--- src/rtl/truth_table_sequencer.sv ---
// Sweeps all 2^N input vectors into a combinational DUT and checks y_in against EXPECTED.
// Optional: define TT_SEQ_STOP_ON_FAIL_EN to end the sweep at the first mismatch.
module truth_table_sequencer #(
  parameter int                  N             = 3,
  parameter int                  SETTLE_CYCLES = 1,
  parameter logic [(2**N)-1:0]   EXPECTED      = 8'h31
) (
  input  logic         clk,
  input  logic         reset,
  input  logic         start,
  input  logic         y_in,
  output logic [N-1:0] vec,
  output logic         busy,
  output logic         done,
  output logic         pass,
  output logic [N:0]   err_count,
  output logic         fail_valid,
  output logic [N-1:0] first_fail_vec
);

  typedef enum logic [1:0] {
    IDLE,
    SETTLE,
    CHECK,
    DONE
  } state_t;

  localparam logic [7:0]   RELOAD  = 8'(SETTLE_CYCLES - 1);
  localparam logic [N-1:0] LAST    = {N{1'b1}};
  localparam logic [N:0]   ERR_MAX = {(N+1){1'b1}};

  state_t       state_q, state_d;
  logic [N-1:0] vec_q, vec_d;
  logic [7:0]   cnt_q, cnt_d;
  logic         busy_q, busy_d;
  logic         done_q, done_d;
  logic [N:0]   err_q, err_d;
  logic         fv_q, fv_d;
  logic [N-1:0] ffv_q, ffv_d;
  logic         mism;
  logic         stop;

  assign mism = (y_in != EXPECTED[vec_q]);

`ifdef TT_SEQ_STOP_ON_FAIL_EN
  assign stop = mism || (vec_q == LAST);
`else
  assign stop = (vec_q == LAST);
`endif

  always_comb begin
    state_d = state_q;
    vec_d   = vec_q;
    cnt_d   = cnt_q;
    busy_d  = busy_q;
    done_d  = done_q;
    err_d   = err_q;
    fv_d    = fv_q;
    ffv_d   = ffv_q;
    unique case (state_q)
      IDLE, DONE: begin
        if (start) begin
          state_d = SETTLE;
          vec_d   = '0;
          cnt_d   = RELOAD;
          busy_d  = 1'b1;
          done_d  = 1'b0;
          err_d   = '0;
          fv_d    = 1'b0;
          ffv_d   = '0;
        end
      end
      SETTLE: begin
        if (cnt_q == 8'd0) begin
          state_d = CHECK;
        end else begin
          cnt_d = cnt_q - 8'd1;
        end
      end
      CHECK: begin
        if (mism) begin
          if (err_q != ERR_MAX) begin
            err_d = err_q + 1'b1;
          end
          if (!fv_q) begin
            fv_d  = 1'b1;
            ffv_d = vec_q;
          end
        end
        // vec stays on the final (or failing) vector once the sweep ends
        if (stop) begin
          state_d = DONE;
          busy_d  = 1'b0;
          done_d  = 1'b1;
        end else begin
          state_d = SETTLE;
          vec_d   = vec_q + 1'b1;
          cnt_d   = RELOAD;
        end
      end
      default: begin
        state_d = IDLE;
      end
    endcase
  end

  always_ff @(posedge clk) begin
    if (reset) begin
      state_q <= IDLE;
      vec_q   <= '0;
      cnt_q   <= '0;
      busy_q  <= 1'b0;
      done_q  <= 1'b0;
      err_q   <= '0;
      fv_q    <= 1'b0;
      ffv_q   <= '0;
    end else begin
      state_q <= state_d;
      vec_q   <= vec_d;
      cnt_q   <= cnt_d;
      busy_q  <= busy_d;
      done_q  <= done_d;
      err_q   <= err_d;
      fv_q    <= fv_d;
      ffv_q   <= ffv_d;
    end
  end

  assign vec            = vec_q;
  assign busy           = busy_q;
  assign done           = done_q;
  assign pass           = done_q & (err_q == '0);
  assign err_count      = err_q;
  assign fail_valid     = fv_q;
  assign first_fail_vec = ffv_q;

endmodule

--- config.mk ---
export PLATFORM = sky130hd
export DESIGN_NAME = truth_table_sequencer
export DESIGN_NICKNAME = d
export VERILOG_FILES = /design/src/rtl/truth_table_sequencer.sv
export SDC_FILE = /design/constraint.sdc
export NUM_CORES = 1
export LEC_CHECK = 0
export ABC_CLOCK_PERIOD_IN_PS = 3820
export CORE_MARGIN = 2
export CORE_UTILIZATION = 58
export DETAILED_ROUTE_END_ITERATION = 6
export PLACE_DENSITY = 0.91
export RECOVER_POWER = 50
export SYNTH_ARGS = -nofsm -noshare
export SYNTH_HDL_FRONTEND = slang
export SYNTH_SLANG_ARGS = --single-unit
--- constraint.sdc ---
create_clock -name clk -period 3.82 [get_ports clk]
set_input_delay 0.764 -clock clk [delete_from_list [all_inputs] [get_ports clk]]
set_output_delay 0.764 -clock clk [all_outputs]
set_load 0.05 [all_outputs]
# Word-level counts from Yosys, hierarchy flattened
# Memories as Yosys holds them, arrays and structs flattened. A register that Yosys moved wholly into a read port is not among the register bits.
# Index checks and enable logic that the tools add are counted.
# totals
ff_bits	23
latch_bits	0
ramBits	0
mem_bits_ro	8
in_bits	4
output_inout_bits	14
elab_cells	69
n_memories	1
# mem_list
memory	depth	width	read_ports	rd_ports_with_merged_regs	wr	line	source
(no name shown)	8	1	1	1	0	43	assign mism = (y_in != EXPECTED[vec_q]);
# op_classes
addsub	3
multipliers	0
div_mod_pow	0
magnitude_cmp	1
eq_ne	14
shift	0
mux	29
bitwise	1
reduce_logical	12
# ops
operator	n
8-bit 2-to-1 mux	3
8-bit one-hot mux with 3 select lines	1
3-bit 2-to-1 mux	6
2-bit != test (second input constant)	8
4-bit 2-to-1 mux	3
3-bit one-hot mux with 2 select lines	2
3-bit AND reduction	4
8-bit zero test	1
4-bit one-hot mux with 2 select lines	1
4-bit AND reduction	2
8-bit by 1-bit subtractor with 8-bit output (second input constant)	1
1-bit 2-to-1 mux	6
2-bit 2-to-1 mux	3
1-bit one-hot mux with 2 select lines	3
2-bit one-hot mux with 3 select lines	1
4-bit by 1-bit adder with 4-bit output (second input constant)	1
2-bit equality test (second input constant)	2
4-bit zero test	1
3-bit by 4-bit less-than comparator with 1-bit output (second input constant)	1
4-bit != test (second input constant)	1
3-bit by 1-bit adder with 3-bit output (second input constant)	1
3-bit equality test (second input constant)	1
2-bit by 1-bit equality test with 1-bit output (second input constant)	1
2-bit zero test	1
other kinds (5)	5

# Longest topological paths before layout
# depth
word_depth	6
mapped_depth	7
mapped_depth_nobuf	6

# Worst setup path before layout
# Ideal clock, no wire load.
# synth_timing
path_kind	register -> output
start	reg err_q[0], in the netlist err_count[0]
end	out pass
arrival_ps	1899
setup_slack_ps	1157
path_stages_with_launch	5
n_path_buf	0
cell_sequence	dfxtp_1 inv_1 ha_1 nand2_1 nor3_1
# synth_between
elab_chain_cells	2
# synth_rtl
element	line	source
start, declared	37	logic [N:0] err_q, err_d;
start signal, assigned	123	err_q <= err_d;
4-bit zero test	132	assign pass = done_q & (err_q == '0);
1-bit bitwise AND	132	
end, declared	15	output logic pass,
# Every way passes these cells.

# Final worst setup path
# layout_timing
start	reg state_q[0]
end	reg err_q[3], in the netlist err_count[3]
# layout_between
elab_chain_cells	4
# layout_rtl
element	line	source
start, declared	32	state_t state_q, state_d;
start signal, assigned	118	state_q <= state_d;
2-bit equality test or 2-bit zero test (tied branches)	60	unique case (state_q)
2-bit OR reduction	60	
2-bit != test (no line) or 2-bit nonzero test (tied branches)	--	
4-bit AND reduction (no line)	--	
# Several ways; a longest one is shown, not always the timed one.
# A chain may end at the register's enable or synchronous reset.

==> results.json <==
{
  "status": "complete, no violations",
  "p_switching_w": 0.000426,
  "coreArea_sq_um": 2230,
  "drt-wirelength-per-cell_um": 14.5,
  "synth-edff-count": 0,
  "io_pins": 18,
  "worst_pin_slew_ns": 1.17,
  "syn_inst": 165,
  "report.final.slew_viol_count": 0,
  "io_buffers": 17,
  "vias_per_cell": 6.20,
  "startpoint": "state_q[0]",
  "wl_um": 2970,
  "synthArstFlopShare_pct": 0,
  "die_area_sq_um": 2810,
  "pwr-share-seq_pct": 36.6,
  "ir_drop_mv": 0.543,
  "route.detailed.drc": 0,
  "reg2reg_depth": 6,
  "cts_buffers": 3,
  "ys.flop_type": "dfxtp_1",
  "cts-root-buf": "clkbuf_4",
  "crit_type": "reg2reg",
  "gp_congestion": 0.785,
  "slew_headroom_pct": 19.7,
  "fin_crit_sh_pct": 73.6,
  "grt_pass1_vias": 1091,
  "endpoint_kind": "flop",
  "clock_path_buffers": 2,
  "synth.yosys.seq_area_share_pct": 34.5,
  "nFillCells": 183,
  "setup_viol": 0,
  "drtPass1Iterations": 4,
  "r2r-start": "state_q[0]",
  "grt_max_degree": 25,
  "cts_post_setup_buffers_inserted": 0,
  "clk_pin_slew_ns": 0.13,
  "cts_hold_buf": 0,
  "hold_violations": 0,
  "antenna_found_initial": 0,
  "drive_above_1_share_pct": 3.95,
  "area_growth_pct": 12.5,
  "grt_usage_pct": 23.0,
  "regArea_sq_um": 480,
  "endpoint": "err_count[3]",
  "r2r_setup_slack_ns": 1.01,
  "cts_tree": "built",
  "ys_warn_count": 0,
  "r2r-end": "err_count[3]",
  "multi_input_area_sq_um": 820,
  "num_rows": 17,
  "crit_arrival_ns": 3.03,
  "syn_area_sq_um": 1390,
  "diodes": 0,
  "timing.fmax_mhz": 356,
  "intPower_w": 0.000539,
  "ys_ff_latch": 24,
  "die_w_um": 53.0,
  "ctsResizeCount": 0,
  "initial_core_util_pct": 62.3,
  "power.share.clock_pct": 11.4,
  "htreeDepth": 1,
  "nets": 192,
  "p_comb_share_pct": 52.1,
  "vias": 1271,
  "final.min_clock_period_ns": 2.81,
  "ant_nets": 0,
  "rsz0062_at_grt": "false",
  "critPathRequiredTime_ns": 4.04,
  "cellPowerDensity_nw_per_um2": 617,
  "max_cap_violations": 0,
  "syn_nets": 178,
  "power.share.switching_pct": 44.1,
  "skew_ns": 0.00808,
  "first_iter_violations": 37,
  "avgSynthCellArea_sq_um": 8.43,
  "clock_latency_ns": 0.31,
  "grt_first_pass_wirelength_um": 4800,
  "p_leak_nw": 0.577,
  "dieHeight_um": 53.0,
  "crit_fanout": 24,
  "setup_tns_ns": 0,
  "overflow": 0,
  "ys_types": 44,
  "hold_class": "reg2reg",
  "cts.sinks": 24,
  "dpl.hpwl_um": 2150,
  "whs_ns": 0.493,
  "cp-start-kind": "flop"
}
registers in the layout, summed over array words and instances, names as in the netlist, named ones only:
register        count
cnt_q               8
err_count           4
first_fail_vec      3
vec                 3
state_q             2
busy                1
done                1
fail_valid          1
area by class of cell:
class	count	area share (%)
multi-input cells	123	52.4
flip-flops and latches	24	30.7
repair buffers	17	10.9
inverters	10	2.40
well taps	28	2.24
clock buffers	3	1.44
metal layers:
metal  up-vias  GRT usage (%)  share of wire (%)
met5         -              0                  0
met4         0           7.69               0.54
met3         2           3.95                5.3
met2        33           36.3                 46
met1       605           31.8                 48
li1        631              -                  -
logic make-up (layout without fill, tap and decap cells):
group,Yosys count,after routing,share of synthesized area [%]
compound gates,52,52,25.4
fa+ha+maj,9,9,8.09
simple gates,58,58,24.1
xor+xnor,2,2,1.26
mux,2,2,1.44
flops,24,24,34.5
buf+inv,18,30,5.22
cells in the final DEF, fill, tap and decap left out, types with 2 or more instances in the layout:
master	synthesis	layout
o32ai_1	2	2
dfxtp_1	24	24
nor4_1	2	2
nand4_1	3	3
inv_1	10	10
ha_1	9	9
a21boi_1	4	4
a21oi_1	18	18
nand3_1	4	4
o31ai_1	4	4
nand3b_1	3	3
nor2_1	7	7
clkbuf_4	0	3
dlygate4sd3_1	0	7
nand2b_1	6	6
or3_1	3	3
mux2i_1	2	2
o21ai_0	9	9
clkdlybuf4s50_1	0	10
a211oi_1	2	2
or4_1	3	3
nand2_1	14	14
nor3_1	3	3
a22oi_1	2	2
and3_1	2	2
a31oi_1	2	2
through the flow:
step	worst slack, ns	cells	power (W)	utilization (%)	area, sq um
finish	1.01	205	0.000965	70.1	1570
detailed placement	1.21	202	0.000871	69.9	1560
CTS	1.09	205	0.000980	70.9	1580
global route	0.784	205	0.00104	70.1	1570
global placement	1.31	202	0.000837	69.9	1560
floorplan	1.16	165	0.000774	-	1390
worst min path at each step:
stage / start / endpoint / cells past startpoint
after global routing: cnt_q[1] / cnt_q[1] / 2
after global placement: cnt_q[0] / cnt_q[0] / 2
after floorplan: cnt_q[0] / cnt_q[0] / 2
final: cnt_q[0] / cnt_q[0] / 2
after CTS: cnt_q[0] / cnt_q[0] / 2
after detailed placement: cnt_q[0] / cnt_q[0] / 2
synthesized netlist by cell type, types with 4 or more instances:
cell,number,area [sq um]
clkbuf_1,4,15.0
nand3_1,4,20.0
nand2_1,14,52.6
dfxtp_1,24,480
o31ai_1,4,30.0
a21boi_1,4,30.0
a21oi_1,18,90.1
ha_1,9,113
nand2b_1,6,37.5
o21ai_0,9,45.0
inv_1,10,37.5
nor2_1,7,26.3
buf_2,4,20.0
worst max-delay path, stage by stage, from the launching register on:
cell       delay, ns
dfxtp_1         0.41
inv_1           0.07
ha_1            0.47
and4_1          0.33
a2111oi_0       1.00
a21boi_0        0.21
o21a_1          0.24
power by group through the flow:
stage	sequential (W)	clock, W	combinational, W
2_1_floorplan	0.000361	0	0.000413
3_3_place_gp	0.000352	0	0.000485
3_5_place_dp	0.000357	0	0.000514
4_1_cts	0.000352	0.000112	0.000515
5_1_grt	0.000360	0.000121	0.000556
6_report	0.000353	0.000110	0.000503
(Power assumes the default switching activity.)
